`src/rtl/alu_frame_pkg.sv`:
```
// Shared definitions for the ALU command-frame sequencer.
package alu_frame_pkg;

    // Sequencer states: frame collection, ALU run/capture, two-byte transmit.
    typedef enum logic [3:0] {
        IDLE,
        GET_A,
        GET_B,
        GET_FUN,
        ALU_RUN,
        CAPTURE,
        SEND_LO,
        WAIT_LO,
        SEND_HI,
        WAIT_HI
    } state_t;

    localparam logic [7:0] CMD_ALU_DEF = 8'hCC;  // frame header byte
    localparam logic [3:0] FUN_MAX     = 4'hE;   // highest legal function code
    localparam int         FRAME_LEN   = 4;      // header, A, B, FUN

endpackage

```
`src/rtl/alu_frame_ctrl.sv`:
```
// Command-side ALU sequencer: collects CC/A/B/FUN frames from the byte
// receiver, pulses the ALU, captures its 16-bit result and ships it to the
// byte transmitter low byte first. Every output is a register.
module alu_frame_ctrl
    import alu_frame_pkg::*;
#(
    parameter int                    DATA_WIDTH    = 8,
    parameter int                    OUT_WIDTH     = 16,
    parameter int                    ALU_FUN_WIDTH = 4,
    parameter logic [DATA_WIDTH-1:0] CMD_ALU       = DATA_WIDTH'(CMD_ALU_DEF)
) (
    input  logic                     CLK,
    input  logic                     RST,
    input  logic [DATA_WIDTH-1:0]    RX_P_DATA,
    input  logic                     RX_D_VLD,
    input  logic [OUT_WIDTH-1:0]     ALU_OUT,
    input  logic                     OUT_Valid,
    input  logic                     TX_BUSY,
    output logic [DATA_WIDTH-1:0]    ALU_A,
    output logic [DATA_WIDTH-1:0]    ALU_B,
    output logic [ALU_FUN_WIDTH-1:0] ALU_FUN,
    output logic                     ALU_EN,
    output logic [DATA_WIDTH-1:0]    TX_P_DATA,
    output logic                     TX_D_VLD,
    output logic                     CMD_ERR
);

    state_t                   state, state_nxt;
    logic [OUT_WIDTH-1:0]     result, result_nxt;
    logic                     busy_seen, busy_seen_nxt;  // WAIT_*: transmitter has gone busy
    logic [DATA_WIDTH-1:0]    a_nxt, b_nxt, tx_data_nxt;
    logic [ALU_FUN_WIDTH-1:0] fun_nxt;
    logic                     en_nxt, tx_vld_nxt, err_nxt;
    logic                     fun_ok;

    // FUN byte is legal only with a zero upper field and code <= FUN_MAX.
    assign fun_ok = ((RX_P_DATA >> ALU_FUN_WIDTH) == '0) &&
                    (RX_P_DATA[ALU_FUN_WIDTH-1:0] <= ALU_FUN_WIDTH'(FUN_MAX));

    // Next-state and next-output decode; pulses default low, data holds.
    always_comb begin
        state_nxt     = state;
        result_nxt    = result;
        busy_seen_nxt = busy_seen;
        a_nxt         = ALU_A;
        b_nxt         = ALU_B;
        fun_nxt       = ALU_FUN;
        tx_data_nxt   = TX_P_DATA;
        en_nxt        = 1'b0;
        tx_vld_nxt    = 1'b0;
        err_nxt       = 1'b0;
        case (state)
            IDLE:    if (RX_D_VLD && RX_P_DATA == CMD_ALU) state_nxt = GET_A;
            GET_A:   if (RX_D_VLD) begin a_nxt = RX_P_DATA; state_nxt = GET_B; end
            GET_B:   if (RX_D_VLD) begin b_nxt = RX_P_DATA; state_nxt = GET_FUN; end
            GET_FUN: if (RX_D_VLD) begin
                if (fun_ok) begin
                    fun_nxt   = RX_P_DATA[ALU_FUN_WIDTH-1:0];
                    en_nxt    = 1'b1;
                    state_nxt = ALU_RUN;
                end else begin
                    err_nxt   = 1'b1;
                    state_nxt = IDLE;
                end
            end
            ALU_RUN: state_nxt = CAPTURE;
            CAPTURE: begin
                if (OUT_Valid) begin
                    result_nxt = ALU_OUT;
                    state_nxt  = SEND_LO;
                end else begin
                    err_nxt    = 1'b1;
                    state_nxt  = IDLE;
                end
            end
            SEND_LO: if (!TX_BUSY) begin
                tx_data_nxt = result[DATA_WIDTH-1:0];
                tx_vld_nxt  = 1'b1;
                state_nxt   = WAIT_LO;
            end
            SEND_HI: if (!TX_BUSY) begin
                tx_data_nxt = result[OUT_WIDTH-1:DATA_WIDTH];
                tx_vld_nxt  = 1'b1;
                state_nxt   = WAIT_HI;
            end
            WAIT_LO, WAIT_HI: begin
                if (!busy_seen) begin
                    if (TX_BUSY) busy_seen_nxt = 1'b1;
                end else if (!TX_BUSY) begin
                    busy_seen_nxt = 1'b0;
                    state_nxt     = (state == WAIT_LO) ? SEND_HI : IDLE;
                end
            end
            default: state_nxt = IDLE;
        endcase
    end

    // State, result and registered outputs; reset abandons any frame in flight.
    always_ff @(posedge CLK or negedge RST) begin
        if (!RST) begin
            state     <= IDLE;
            result    <= '0;
            busy_seen <= 1'b0;
            ALU_A     <= '0;
            ALU_B     <= '0;
            ALU_FUN   <= '0;
            ALU_EN    <= 1'b0;
            TX_P_DATA <= '0;
            TX_D_VLD  <= 1'b0;
            CMD_ERR   <= 1'b0;
        end else begin
            state     <= state_nxt;
            result    <= result_nxt;
            busy_seen <= busy_seen_nxt;
            ALU_A     <= a_nxt;
            ALU_B     <= b_nxt;
            ALU_FUN   <= fun_nxt;
            ALU_EN    <= en_nxt;
            TX_P_DATA <= tx_data_nxt;
            TX_D_VLD  <= tx_vld_nxt;
            CMD_ERR   <= err_nxt;
        end
    end

endmodule

```
`config.mk`:
```
export PLATFORM = sky130hd
export DESIGN_NAME = alu_frame_ctrl
export DESIGN_NICKNAME = d
export VERILOG_FILES = /design/src/rtl/alu_frame_pkg.sv /design/src/rtl/alu_frame_ctrl.sv
export SDC_FILE = /design/constraint.sdc
export NUM_CORES = 1
export LEC_CHECK = 0
export CAP_MARGIN = 20
export CORE_MARGIN = 2
export CORE_UTILIZATION = 40
export DETAILED_ROUTE_END_ITERATION = 12
export GPL_TIMING_DRIVEN = 0
export PLACE_DENSITY = 0.77
export SLEW_MARGIN = 20
export SYNTH_ARGS = -nofsm -noshare
export SYNTH_HDL_FRONTEND = slang
export SYNTH_SLANG_ARGS = --single-unit
```
`constraint.sdc`:
```
create_clock -name CLK -period 2.82 [get_ports CLK]
set_input_delay 0.564 -clock CLK [delete_from_list [all_inputs] [get_ports CLK]]
set_output_delay 0.564 -clock CLK [all_outputs]
set_load 0.05 [all_outputs]
```
Word level (Yosys, flattened, before mapping). Index checks and enable logic that the tools add are counted.

Reductions and logical operators: 13. Multiply operators: 0. Bitwise gates (word level): 0. Add/subtract/negate cells: 0. Divide/modulo/power cells: 0. Equal/unequal tests: 18. Shifts and indexed selects: 0. Mux-type cells: 25. Order comparisons: 1.

Operator list (count): $mux W4 (9); $pmux W4 S9 (1); $eq A4 B3 Y1 const B (4); $mux W8 (2); $ne A2 B2 Y1 const B (8); $pmux W8 S2 (1); $mux W1 (9); $eq A4 B2 Y1 const B (2); $eq A4 B4 Y1 const B (2); $eq A8 B8 Y1 const B (1); $logic_not A8 Y1 (1); $reduce_and A8 Y1 (1); $mux W3 (2); $reduce_and A2 Y1 (3); $reduce_and A3 Y1 (2); $eq A4 B1 Y1 const B (1); $le A4 B4 Y1 const B (1); $logic_not A4 Y1 (1); $reduce_or A2 Y1 (2); $logic_and A1 B1 Y1 (2); $pmux W1 S2 (1); $reduce_bool A2 Y1 (1).

Input port bits: 29. Memory bits (writable): 0. Word-level logic and storage cells: 67. Bits in read-only memories: 0. Bits in latches: 0. Output and inout bits: 31. Register bits: 52. Memories kept: 0.

Longest topological paths before layout. Gate-level depths: netlist (run 1).

Depth in word-level cells: 5. Mapped depth: 6. Depth with buffers taken out: 4.

Worst setup path after synthesis (run 1). Ideal clock, no wire load.

Path type: input port to flip-flop. Start point: input RX_D_VLD. End point: register ALU_B[0]. Setup time: 0.125 ns. Slack: 1.075 ns. Arrival time: 1.620 ns. Path buffers: 0. Required time: 2.695 ns. Cell stages on the path: 4. Cells stage by stage: nor3b_1 nand2_1 nor2_2 mux2_2.

Cells in the longest elaborated chain, start to end: 1.

RTL lines: from (decl) (RTL line alu_frame_ctrl.sv:15) `input logic RX_D_VLD,`; $reduce_and A2 Y1 (no source line); to (signal assigned) (RTL line alu_frame_ctrl.sv:116) `ALU_B <= b_nxt;`; to (decl) (RTL line alu_frame_ctrl.sv:20) `output logic [DATA_WIDTH-1:0] ALU_B,`.

Every way passes these cells. A chain may end at the register's enable or synchronous reset.

Worst setup path in the final report (run 1).
Start point: input RX_D_VLD. End point: register ALU_B[5].

The elaborated chain is that of the path after synthesis.

==> flow_summary.json, run 1 <==
{
  "antenna_found_initial": 0,
  "grt_max_degree": 53,
  "powerDensity_nw_per_um2": 990,
  "cts_tree": "built",
  "ios": 60,
  "yosys_warnings": 0,
  "num_rows": 27,
  "postCtsSetupRepairBufs": 0,
  "top_layer": "met4",
  "status": "completed",
  "crit_required_ps": 3010,
  "dpl.hpwl_um": 3510,
  "maxCapViolCount": 0,
  "antenna_cells": 0,
  "grt_usage": 0.162,
  "period_share": 0.827,
  "crit_path_max_fanout": 8,
  "met2_wirelength_um": 2480,
  "timing.hold.ws_ps": 291,
  "drtIter0Drc": 62,
  "postSynthCellCount": 174,
  "fp.dieH_um": 79.6,
  "path_clk_slew_ps": 90,
  "syn-cell-area_um2": 2280,
  "cts-buffers-inserted": 5,
  "dr.pass1.iters": 4,
  "synth_cell_type_count": 43,
  "finalMaxSlewViolations": 0,
  "fin_nets": 269,
  "root_buffer": "clkbuf_8",
  "gr-total-overflow": 0,
  "synth-seq-cells": 52,
  "synthFlopType": "dfrtp_1",
  "clock_skew_ps": 7.94,
  "startpoint": "RX_D_VLD",
  "rr_startpoint": "state[3]",
  "cp-end-kind": "flip-flop",
  "p_total_uw": 3040,
  "drive_gt1_frac": 0.224,
  "hold_buffers": 0,
  "async_reset_ff_frac": 1.00,
  "min_path_type": "in2async",
  "grt_pass1_vias": 1610,
  "finalSetupViolCount": 0,
  "synth-edff-count": 0,
  "initial_core_util": 0.415,
  "cts_buffer_depth": 2,
  "tightest_slew_ps": 665,
  "peakVddDrop_uv": 560,
  "gp_congestion": 0.828,
  "ant_nets": 0,
  "vias": 1599,
  "max_freq_mhz": 429,
  "syn2layout_area_growth_pct": 34.4,
  "wl_per_cell_um": 15.5,
  "maxSlewHeadroom": 0.556,
  "via_per_inst": 5.11,
  "htree_levels": 2,
  "synth_nets": 203,
  "final_hold_viol_count": 0,
  "final_common_cell": "clkdlybuf4s50_1",
  "final_cell_mix": "58 x clkdlybuf4s50_1, 52 x dfrtp_1, 37 x mux2_2",
  "die_w_um": 79.6,
  "seq_area_frac_synth": 0.570,
  "wl_met3_um": 135,
  "leakagePower_uw": 0.00131,
  "startpoint_type": "input pin",
  "wl_met1_um": 2160,
  "cts_resized": 0,
  "grt_pass1_wl_um": 7850,
  "worstPathArrival_ps": 2520,
  "cts.sinks": 52,
  "worst_skew_pair.late_latency_ps": 300,
  "min_period_ps": 2330,
  "postSynthAreaPerCell_um2": 13.1,
  "crit_type": "in2reg",
  "drc": 0,
  "port_buffers": 59,
  "drt_wl_total_um": 4870,
  "dieArea_um2": 6330,
  "core_um2": 5510,
  "rsz0062_at_grt": "no"
}
==> synthesized netlist by cell type (2+ instances only) <==
cell,number,area [um^2]
dfrtp_1,52,1300
mux2_2,37,417
nand2_1,13,48.8
mux2i_1,8,80.1
o21ai_1,7,35.0
clkbuf_1,4,15.0
nor2_1,4,15.0
and4_1,3,26.3
buf_2,3,15.0
nor2b_1,3,18.8
a211o_1,2,17.5
a21oi_1,2,10.0
a32oi_1,2,17.5
inv_1,2,7.51
nand3b_1,2,15.0
nor3b_1,2,15.0
o2bb2ai_1,2,17.5
==> where the power goes <==
| part | switching, uW | total (uW) | internal (uW) |
|---|---|---|---|
| clock | 235 | 499 | 264 |
| sequential | 111 | 1070 | 955 |
| combinational | 911 | 1470 | 564 |
| total | 1260 | 3040 | 1780 |
==> final timing paths <==
check                                to  slack [ps]  cells past startpoint
min in group CLK           TX_P_DATA[6]         490                      2
min                           result[3]         290                      1
max                            ALU_B[5]         490                      5
max in group asynchronous      ALU_A[3]        2080                      1
max reg2reg                    ALU_B[5]         900                      4
min reg2reg                TX_P_DATA[6]         490                      2
==> logic make-up (layout without fill, tap and decap cells) <==
kind of cell,after synthesis,in the layout,share of synthesized area
compound gates,26,26,0.0844
xor+xnor,1,1,0.00384
buf+inv,10,77,0.0214
flops,52,52,0.570
mux,45,45,0.218
simple gates,40,40,0.103
==> metrics by stage <==
stage / utilization / instance area (um^2) / std cells / setup TNS (ps) / setup slack (ps)
2_1_floorplan: - / 2280 / 174 / 0 / 1080
3_3_place_gp: 0.538 / 2960 / 305 / -18780 / -364
3_5_place_dp: 0.538 / 2960 / 305 / 0 / 186
4_1_cts: 0.557 / 3070 / 313 / 0 / 507
5_1_grt: 0.557 / 3070 / 313 / 0 / 424
6_report: 0.557 / 3070 / 313 / 0 / 488
==> critical path, stage by stage <==
cell,delay (ps)
clkdlybuf4s50_1,570
nor3b_1,470
nand2_1,130
nor2_2,390
mux2_2,390
==> sequential cells by signal, summed over array words and instances, names as in the netlist <==
name / cells
busy_seen: 1
state: 4
ALU_B: 8
TX_P_DATA: 8
CMD_ERR: 1
ALU_FUN: 4
TX_D_VLD: 1
ALU_A: 8
result: 16
ALU_EN: 1
==> layer usage <==
layer  vias up  track usage
met5         -            0
met4         0       0.0724
met3         8       0.0192
met2        29        0.268
met1       799        0.214
li1        763            -
==> area by class of cell <==
type,count,area (um^2)
Sequential cell,52,1300
Clock buffer,6,72.6
Timing Repair Buffer,59,588
Tap cell,72,90.1
Fill cell,459,2440
Clock inverter,2,35.0
Inverter,2,7.51
Buffer,8,41.3
Multi-Input combinational cell,112,933
Power figures use the tool's default switching activity.
==> inputs of run 2 (changes only) <==
--- a/config.mk
+++ b/config.mk
@@ -10,7 +10,7 @@
 export CORE_UTILIZATION = 40
 export DETAILED_ROUTE_END_ITERATION = 12
 export GPL_TIMING_DRIVEN = 0
-export PLACE_DENSITY = 0.77
+export PLACE_DENSITY = 0.79
 export SLEW_MARGIN = 20
 export SYNTH_ARGS = -nofsm -noshare
 export SYNTH_HDL_FRONTEND = slang
==> constraint.sdc (replaced) <==
create_clock -name CLK -period 1.89 [get_ports CLK]
set_input_delay 0.378 -clock CLK [delete_from_list [all_inputs] [get_ports CLK]]
set_output_delay 0.378 -clock CLK [all_outputs]
set_load 0.05 [all_outputs]
==> run 2 against run 1 <==
Net effect:
- register-to-register slack worse by 800 ps
- count of clock-buffer cells in the layout stayed put
- non-clock buffer count fell by 1
- critical path type is now reg2out
- sequential power increased by 50%
- worst hold slack got worse by 190 ps
- clock skew fell by 1.2 ps
- cell area grew 1.1%
- worst setup slack got worse by 440 ps
- largest cell class unchanged
- first-iteration DRC count grew to 2.7 times the previous value
- utilization is 0.64 points higher
- sequential share of layout area is 0.48 points lower
- combinational power up 48%
==> flow_summary.json, run 2 (synthesis results as in run 1) <==
{
  "antenna_found_initial": 0,
  "startpoint_type": "flip-flop",
  "grt_usage": 0.155,
  "stdcell_count": 312,
  "clock_skew_ps": 6.79,
  "maxSlewHeadroom": 0.582,
  "finalSetupViolCount": 0,
  "grt_max_degree": 53,
  "ios": 60,
  "fin_setup_tns_ps": 0,
  "wl_per_cell_um": 15.0,
  "peakVddDrop_uv": 1020,
  "fp.dieH_um": 79.6,
  "dr.pass1.iters": 4,
  "status": "completed",
  "gr-total-overflow": 0,
  "grt_pass1_wl_um": 7630,
  "via_per_inst": 5.10,
  "rr_startpoint": "state[3]",
  "r2r-end": "TX_P_DATA[0]",
  "min_path_type": "in2async",
  "antenna_cells": 0,
  "hold_buffers": 0,
  "reg2reg_setup_slack_ps": 100,
  "maxCapViolCount": 0,
  "root_buffer": "clkbuf_8",
  "crit_path_max_fanout": 2,
  "postCtsSetupRepairBufs": 0,
  "worstPathCellList": "clkdlybuf4s50_1",
  "timing.hold.ws_ps": 99.9,
  "die_w_um": 79.6,
  "final_cell_mix": "52 x dfrtp_1, 48 x clkdlybuf4s50_1, 37 x mux2_2",
  "crit_required_ps": 1510,
  "tightest_slew_ps": 627,
  "path_buf_inv": 1,
  "cts-buffers-inserted": 5,
  "cpPeakStageDelay_ps": 820,
  "drive_gt1_frac": 0.254,
  "drtIter0Drc": 165,
  "endpoint": "TX_P_DATA[5]",
  "drc": 0,
  "final_common_cell": "dfrtp_1",
  "worst-r2r-cell-count": 6,
  "core_um2": 5510,
  "nFillCells": 462,
  "cp-end-kind": "output pin",
  "initial_core_util": 0.415,
  "port_buffers": 59,
  "min_period_ps": 1840,
  "num_rows": 27,
  "largest_reg_flops": 16,
  "placedCellCount": 305,
  "worstPathArrival_ps": 1460,
  "worst_skew_pair.late_latency_ps": 290,
  "drt_wl_total_um": 4680,
  "grt_pass1_vias": 1593,
  "htree_levels": 2,
  "dieArea_um2": 6330,
  "ant_nets": 0,
  "gp_congestion": 0.809,
  "crit_type": "reg2out",
  "fin_nets": 268,
  "critPathTopFamily": "buffers and inverters",
  "powerDensity_nw_per_um2": 1430,
  "finalMaxSlewViolations": 0,
  "cts_tree": "built",
  "syn2layout_area_growth_pct": 35.9,
  "max_freq_mhz": 543,
  "crit_cells": 1,
  "dpl.hpwl_um": 3440,
  "vias": 1590,
  "largest_register": "result",
  "cts_buffer_depth": 2,
  "startpoint": "TX_P_DATA[5]",
  "period_share": 0.974,
  "cpMaxStageDelayCell": "clkdlybuf4s50_1",
  "leakagePower_uw": 0.00146,
  "final_hold_viol_count": 0,
  "cts.sinks": 52,
  "path_clk_slew_ps": 80
}
[run 2: power by group]
group	internal (uW)	switching, uW
registers	1420	188
clock network	293	336
logic	844	1340
total	2560	1870
[run 2: final cells by class]
| cell class | instances | area (um^2) | area share |
|---|---|---|---|
| flip-flops and latches | 52 | 1300 | 0.419 |
| multi-input cells | 112 | 960 | 0.309 |
| repair buffers | 59 | 613 | 0.198 |
| well taps | 72 | 90.1 | 0.0290 |
| clock buffers | 6 | 82.6 | 0.0266 |
| plain buffers | 7 | 40.0 | 0.0129 |
| clock inverters | 2 | 10.0 | 0.00322 |
| inverters | 2 | 7.51 | 0.00242 |
[run 2: routing by layer]
| layer | vias up | GRT usage | part of all wire |
|---|---|---|---|
| li1 | 766 | - | - |
| met1 | 794 | 0.208 | 0.46 |
| met2 | 26 | 0.259 | 0.50 |
| met3 | 4 | 0.0283 | 0.025 |
| met4 | 0 | 0.0414 | 0.011 |
| met5 | - | 0 | 0 |
[run 2: repair_timing]
action	in CTS	in global routing
endpoints found under the hold margin	0	0
resized for setup	2	18
endpoints found under the setup margin	20	33
[run 2: how the worst min path moves through the flow]
stage | startpoint | cells after the start | to
after floorplan | RST | 0 | ALU_A[0]
after global placement | TX_P_DATA[6] | 2 | TX_P_DATA[6]
after detailed placement | RST | 1 | TX_P_DATA[0]
after CTS | RST | 1 | busy_seen
after global routing | RST | 1 | result[0]
final | RST | 1 | TX_P_DATA[0]
[run 2: stage by stage]
stage | util | setup slack, ps | total power [uW] | cell area [um^2]
floorplan | - | 266 | 3090 | 2280
global placement | 0.538 | -1080 | 3780 | 2960
detailed placement | 0.538 | -529 | 3820 | 2960
CTS | 0.556 | 3.78 | 4470 | 3060
global route | 0.564 | -18.3 | 4660 | 3100
finish | 0.564 | 48.9 | 4430 | 3100
